===== config.mk =====
export PLATFORM = sky130hd
export DESIGN_NAME = inst_fetch_buf
export DESIGN_NICKNAME = d
export VERILOG_FILES = /design/src/rtl/inst_fetch_buf.sv
export SDC_FILE = /design/constraint.sdc
export NUM_CORES = 1
export LEC_CHECK = 0
export BUFFER_PORTS_ARGS = -buffer_cell sky130_fd_sc_hd__buf_2
export CAP_MARGIN = 0
export CORE_MARGIN = 2
export CORE_UTILIZATION = 55
export DETAILED_ROUTE_END_ITERATION = 8
export PLACE_DENSITY = 0.78
export SLEW_MARGIN = 0
export SYNTH_ARGS = -nofsm -noshare
export SYNTH_HDL_FRONTEND = slang
export SYNTH_SLANG_ARGS = --single-unit

===== constraint.sdc =====
create_clock -name clk -period 2.8 [get_ports clk]
set_input_delay 0 -clock clk [delete_from_list [all_inputs] [get_ports clk]]
set_output_delay 0 -clock clk [all_outputs]
set_load 0.005 [all_outputs]

===== src/rtl/inst_fetch_buf.sv =====
`default_nettype none
// ============================================================================
// Module      : inst_fetch_buf
// Description : IF-stage fetch buffer; issues in-order memory requests, pairs
//               returned words with their pc and feeds the IF/ID registers.
// Revision    : 1.0 - initial release
// ============================================================================
module inst_fetch_buf #(
    parameter int DEPTH = 4,
    parameter int AW    = 32,
    parameter int DW    = 32
) (
    input  logic          clk,
    input  logic          rst,
    input  logic [AW-1:0] pc,
    input  logic          ce,
    input  logic [5:0]    stall,
    input  logic          flush,
    output logic          stallreq_if,
    output logic          inst_req,
    output logic [AW-1:0] inst_addr,
    input  logic          inst_gnt,
    input  logic          inst_rvalid,
    input  logic [DW-1:0] inst_rdata,
    output logic [AW-1:0] id_pc,
    output logic [DW-1:0] id_inst,
    output logic          id_valid
);

    localparam int c_PTR_W = $clog2(DEPTH);
    localparam int c_CNT_W = $clog2(DEPTH + 1);
    localparam logic [c_CNT_W:0]    c_DEPTH   = (c_CNT_W + 1)'(DEPTH);
    localparam logic [c_PTR_W-1:0]  c_PTR_ONE = c_PTR_W'(1);
    localparam logic [c_CNT_W-1:0]  c_CNT_ONE = c_CNT_W'(1);

    logic [AW-1:0]      r_slot_pc   [DEPTH];
    logic [DW-1:0]      r_slot_inst [DEPTH];
    logic [DEPTH-1:0]   r_slot_filled;
    logic [c_PTR_W-1:0] r_alloc;
    logic [c_PTR_W-1:0] r_fill;
    logic [c_PTR_W-1:0] r_head;
    logic [c_CNT_W-1:0] r_count;
    logic [c_CNT_W-1:0] r_pending;
    logic [c_CNT_W-1:0] r_discard;

    logic [AW-1:0]      r_id_pc;
    logic [DW-1:0]      r_id_inst;
    logic               r_id_valid;

    logic [c_CNT_W:0]   w_inflight;
    logic               w_room;
    logic               w_req;
    logic               w_accept;
    logic               w_drop;
    logic               w_fill;
    logic               w_rsp_old;
    logic               w_head_ready;
    logic               w_pop;
    logic               w_bubble;
    logic [DEPTH-1:0]   w_set_mask;
    logic [DEPTH-1:0]   w_clr_mask;
    logic               w_unused_stall;

    // Discarded responses still occupy memory-side slots, so they count against room.
    assign w_inflight = {1'b0, r_count} + {1'b0, r_discard};
    assign w_room     = (w_inflight < c_DEPTH);
    assign w_req      = rst & ce & ~flush & ~stall[0] & w_room;
    assign w_accept   = w_req & inst_gnt;

    assign inst_req    = w_req;
    assign inst_addr   = pc;
    assign stallreq_if = rst & ce & ~flush & ~w_accept;

    assign w_drop       = inst_rvalid & (r_discard != '0);
    assign w_fill       = inst_rvalid & (r_discard == '0) & (r_pending != '0);
    assign w_rsp_old    = w_drop | w_fill;
    assign w_head_ready = r_slot_filled[r_head];
    assign w_pop        = ~flush & ~stall[1] & w_head_ready;
    assign w_bubble     = ~flush & (stall[1] ? ~stall[2] : ~w_head_ready);

    assign w_unused_stall = ^stall[5:3];

    always_comb begin
        w_set_mask = '0;
        w_clr_mask = '0;
        if (w_fill) begin
            w_set_mask[r_fill] = 1'b1;
        end
        if (w_pop) begin
            w_clr_mask[r_head] = 1'b1;
        end
    end

    always_ff @(posedge clk or negedge rst) begin
        if (!rst) begin
            r_alloc       <= '0;
            r_fill        <= '0;
            r_head        <= '0;
            r_count       <= '0;
            r_pending     <= '0;
            r_discard     <= '0;
            r_slot_filled <= '0;
            for (int i = 0; i < DEPTH; i++) begin
                r_slot_pc[i]   <= '0;
                r_slot_inst[i] <= '0;
            end
        end else if (flush) begin
            r_alloc       <= '0;
            r_fill        <= '0;
            r_head        <= '0;
            r_count       <= '0;
            r_pending     <= '0;
            r_slot_filled <= '0;
            // A response landing in the flush cycle belongs to the old slots.
            r_discard     <= r_discard + r_pending - c_CNT_W'(w_rsp_old);
        end else begin
            if (w_accept) begin
                r_slot_pc[r_alloc] <= pc;
                r_alloc            <= r_alloc + c_PTR_ONE;
            end
            if (w_fill) begin
                r_slot_inst[r_fill] <= inst_rdata;
                r_fill              <= r_fill + c_PTR_ONE;
            end
            if (w_drop) begin
                r_discard <= r_discard - c_CNT_ONE;
            end
            if (w_pop) begin
                r_head <= r_head + c_PTR_ONE;
            end
            r_slot_filled <= (r_slot_filled | w_set_mask) & ~w_clr_mask;
            r_count       <= r_count + c_CNT_W'(w_accept) - c_CNT_W'(w_pop);
            r_pending     <= r_pending + c_CNT_W'(w_accept) - c_CNT_W'(w_fill);
        end
    end

    always_ff @(posedge clk or negedge rst) begin
        if (!rst) begin
            r_id_pc    <= '0;
            r_id_inst  <= '0;
            r_id_valid <= 1'b0;
        end else if (flush) begin
            r_id_inst  <= '0;
            r_id_valid <= 1'b0;
        end else if (w_pop) begin
            r_id_pc    <= r_slot_pc[r_head];
            r_id_inst  <= r_slot_inst[r_head];
            r_id_valid <= 1'b1;
        end else if (w_bubble) begin
            r_id_inst  <= '0;
            r_id_valid <= 1'b0;
        end
    end

    assign id_pc    = r_id_pc;
    assign id_inst  = r_id_inst;
    assign id_valid = r_id_valid;

endmodule
`default_nettype wire


==> impl_metrics.json <==
{
  "status": "complete, no violations",
  "grt_max_degree": 150,
  "die_area_um2": 28500,
  "first_pass_iters": 4,
  "clockBufferDepth": 3,
  "synth_compound_area_frac": 0.0278,
  "track_usage": 0.221,
  "finalCriticalPeriod_ns": 2.59,
  "drv_slew": 0,
  "synth_mux_area_frac": 0.318,
  "syn_area_per_cell_um2": 16.1,
  "wl_per_cell_um": 20.1,
  "start_util": 0.557,
  "cp-end-kind": "register",
  "drc": 0,
  "crit_type": "register to register",
  "synth_xor_area_frac": 0.00453,
  "yosysUniqueCellTypes": 40,
  "drt_wl_total_um": 30500,
  "ant_nets": 0,
  "cts_inserted_buffers": 38,
  "place.gp.congestion": 0.744,
  "syn-instance-count": 928,
  "drive_gt1_frac": 0.530,
  "ir_drop_v": 0.000410,
  "synth-seq-cells": 340,
  "synthSimpleGateAreaFrac": 0.0184,
  "overflow": 0,
  "setup_viol": 0,
  "fin_crit_sh": 0.925,
  "worstPathRequired_ns": 3.23,
  "worst_hold_startpoint": "stall[0]",
  "path_clk_slew_ns": 0.06,
  "cap_violations": 0,
  "area.sequential_um2": 8510,
  "grt_pass1_vias": 9319,
  "synth_top_family_by_area": "multiplexers",
  "die_h_um": 169,
  "start_kind": "register",
  "synthAdderAreaFrac": 0.0233,
  "worstSkewPairLatency_ns": 0.52,
  "r2r_end": "r_discard[2]",
  "vias_per_cell": 5.65,
  "num-fill-cells": 1875,
  "yosysSeqAreaShare": 0.570,
  "rsz0062_at_grt": "false",
  "multi_input_area_um2": 5860,
  "nNetsFinal": 1252,
  "area_growth_pct": 20.5,
  "power.density_nw_per_um2": 649,
  "max_freq_ghz": 0.386,
  "rr_worst_depth": 11,
  "hold_viol": 0,
  "postPlaceCellArea_um2": 16000,
  "r2r_slack_ns": 0.21,
  "die_w_um": 169,
  "io_buffers": 171,
  "antenna_found_initial": 2,
  "tns_ns": 0,
  "reg2reg_from": "r_discard[1]",
  "yosys_warnings": 0,
  "tightest_slew_ns": 0.861,
  "finClkSkew_ns": 0.0164,
  "cts_tree": "yes",
  "slew-limit-headroom": 0.426,
  "p_leak_nw": 9.15,
  "vias": 8577,
  "synth_area_um2": 14900,
  "fin_area_um2": 18000,
  "syn_nets": 1030,
  "min_path_type": "input pin to register",
  "rows": 60,
  "htree_levels": 2,
  "boundaryPins": 175,
  "hold_end": "r_alloc[0]",
  "crit_arrival_ns": 3.02,
  "hold_depth": 5,
  "crit_fanout": 3,
  "dp_hpwl_um": 17800,
  "root_buffer": "clkbuf_16",
  "grt_first_pass_wirelength_um": 49600,
  "clock-sinks": 340,
  "drtIter0Drc": 436,
  "core-area_um2": 26800
}
cell usage in the layout, fill, tap and decap left out, drive strengths merged, types with 2 or more instances in the layout:
cell type    netlist  routed
xnor2              3       3
dfrtp            340     340
inv               18      19
a21oi              4       4
mux2i              3       3
clkbuf            11      55
nand2b             2       2
nor2               8       8
buf               74     198
mux4              64      64
nor3b              2       2
nand3              8       8
mux2             290     290
nand4              4       4
a22oi              4       4
o31a               2       2
xor2               2       2
fa                 3       3
o21ai              5       5
nor2b              4       4
nand2              7       7
ha                23      23
or3                3       3
clkinv             0       8
bufinv             0       3
nor3               2       2
a22o              32      32
dlygate4sd3        0      69
layout make-up:
cell class / count / area share
Antenna cell: 1 / 0.000139
Tap cell: 341 / 0.0237
Multi-Input combinational cell: 485 / 0.326
Timing Repair Buffer: 267 / 0.0999
Sequential cell: 340 / 0.474
Inverter: 18 / 0.00376
Clock inverter: 12 / 0.00898
Clock buffer: 55 / 0.0637
Yosys cell counts (all sizes together):
master	n	area, µm²
nand4	4	25.0
nand3	8	60.1
xnor2	3	26.3
nand2b	2	12.5
and3	1	6.26
a21o	1	7.51
xor3	1	23.8
nor2	8	30.0
and4b	1	10.0
nor2b	4	25.0
nand2	7	26.3
xor2	2	17.5
mux2i	3	30.0
mux2	290	3270
nor3b	2	20.0
or3	3	18.8
clkbuf	11	41.3
mux4	64	1440
o21ai	5	25.0
o31a	2	17.5
a22oi	4	30.0
a22o	32	280
a21oi	4	20.0
fa	3	60.1
nor4	1	21.3
o31ai	1	7.51
dfrtp	340	8510
ha	23	288
nor3	2	10.0
a32oi	1	8.76
a31oi	1	6.26
buf	74	458
inv	18	67.6
or3b	1	8.76
o22ai	1	12.5
registers in the layout (all words and copies together), names as in the netlist:
signal,flops
r_pending,3
r_alloc,2
r_count,3
id_pc,32
r_discard,3
r_head,2
r_slot_pc,128
r_fill,2
r_slot_inst,128
r_slot_filled,4
id_valid,1
id_inst,32
cells by family after synthesis:
logic type | after synthesis
compound gates | 52
fa+ha+maj | 26
buf+inv | 103
mux | 357
simple gates | 44
xor+xnor | 6
flops | 340
power breakdown:
part / leakage [nW] / total [W] / internal, W / switching (W)
combinational: 3.80 / 0.00121 / 0.000724 / 0.000481
clock: 0.650 / 0.00507 / 0.00313 / 0.00195
sequential: 4.70 / 0.00539 / 0.00522 / 0.000167
worst max-delay path by stage:
| stage | depth (start not counted) | end | start |
|---|---|---|---|
| final | 11 | r_discard[2] | r_discard[1] |
| after CTS | 11 | r_discard[2] | r_discard[0] |
| after detailed placement | 11 | r_discard[2] | r_discard[0] |
| after global placement | 11 | r_discard[2] | r_discard[0] |
| after global routing | 11 | r_discard[2] | r_discard[1] |
| after floorplan | 11 | r_discard[2] | r_discard[0] |
layer usage:
layer	share of wire	track usage	wire, µm
met1	0.43	0.288	13000
met2	0.51	0.388	15500
met5	0.00043	0	13
met4	0.019	0.0532	572
met3	0.047	0.0414	1440
through the flow:
step	cells	hold WS, ns	worst slack (ns)	power [W]	util
finish	1519	0.0473	0.210	0.0117	0.671
global route	1519	0.0641	0.0286	0.0122	0.671
CTS	1518	0.0382	0.131	0.0118	0.670
detailed placement	1382	0.186	0.158	0.00659	0.596
global placement	1382	0.188	0.237	0.00653	0.596
floorplan	928	-0.296	0.212	0.00620	-
worst max-delay path: stages (launching register included):
cell	delay, ns
dfrtp_1	0.40
inv_1	0.11
ha_1	0.19
nor2b_2	0.17
o21ai_0	0.10
ha_1	0.29
inv_1	0.04
ha_1	0.18
fa_1	0.35
xor3_1	0.38
a32oi_2	0.18
xnor2_1	0.14
what timing repair did:
action                                 in CTS  in global routing
endpoints found under the hold margin     320                  0
gates resized for setup                     0                  4
hold buffers                               69                  0
setup endpoints to repair                   0                  1
buffers inserted                            0                  0
No activity file was read; power rests on OpenSTA's default activity.
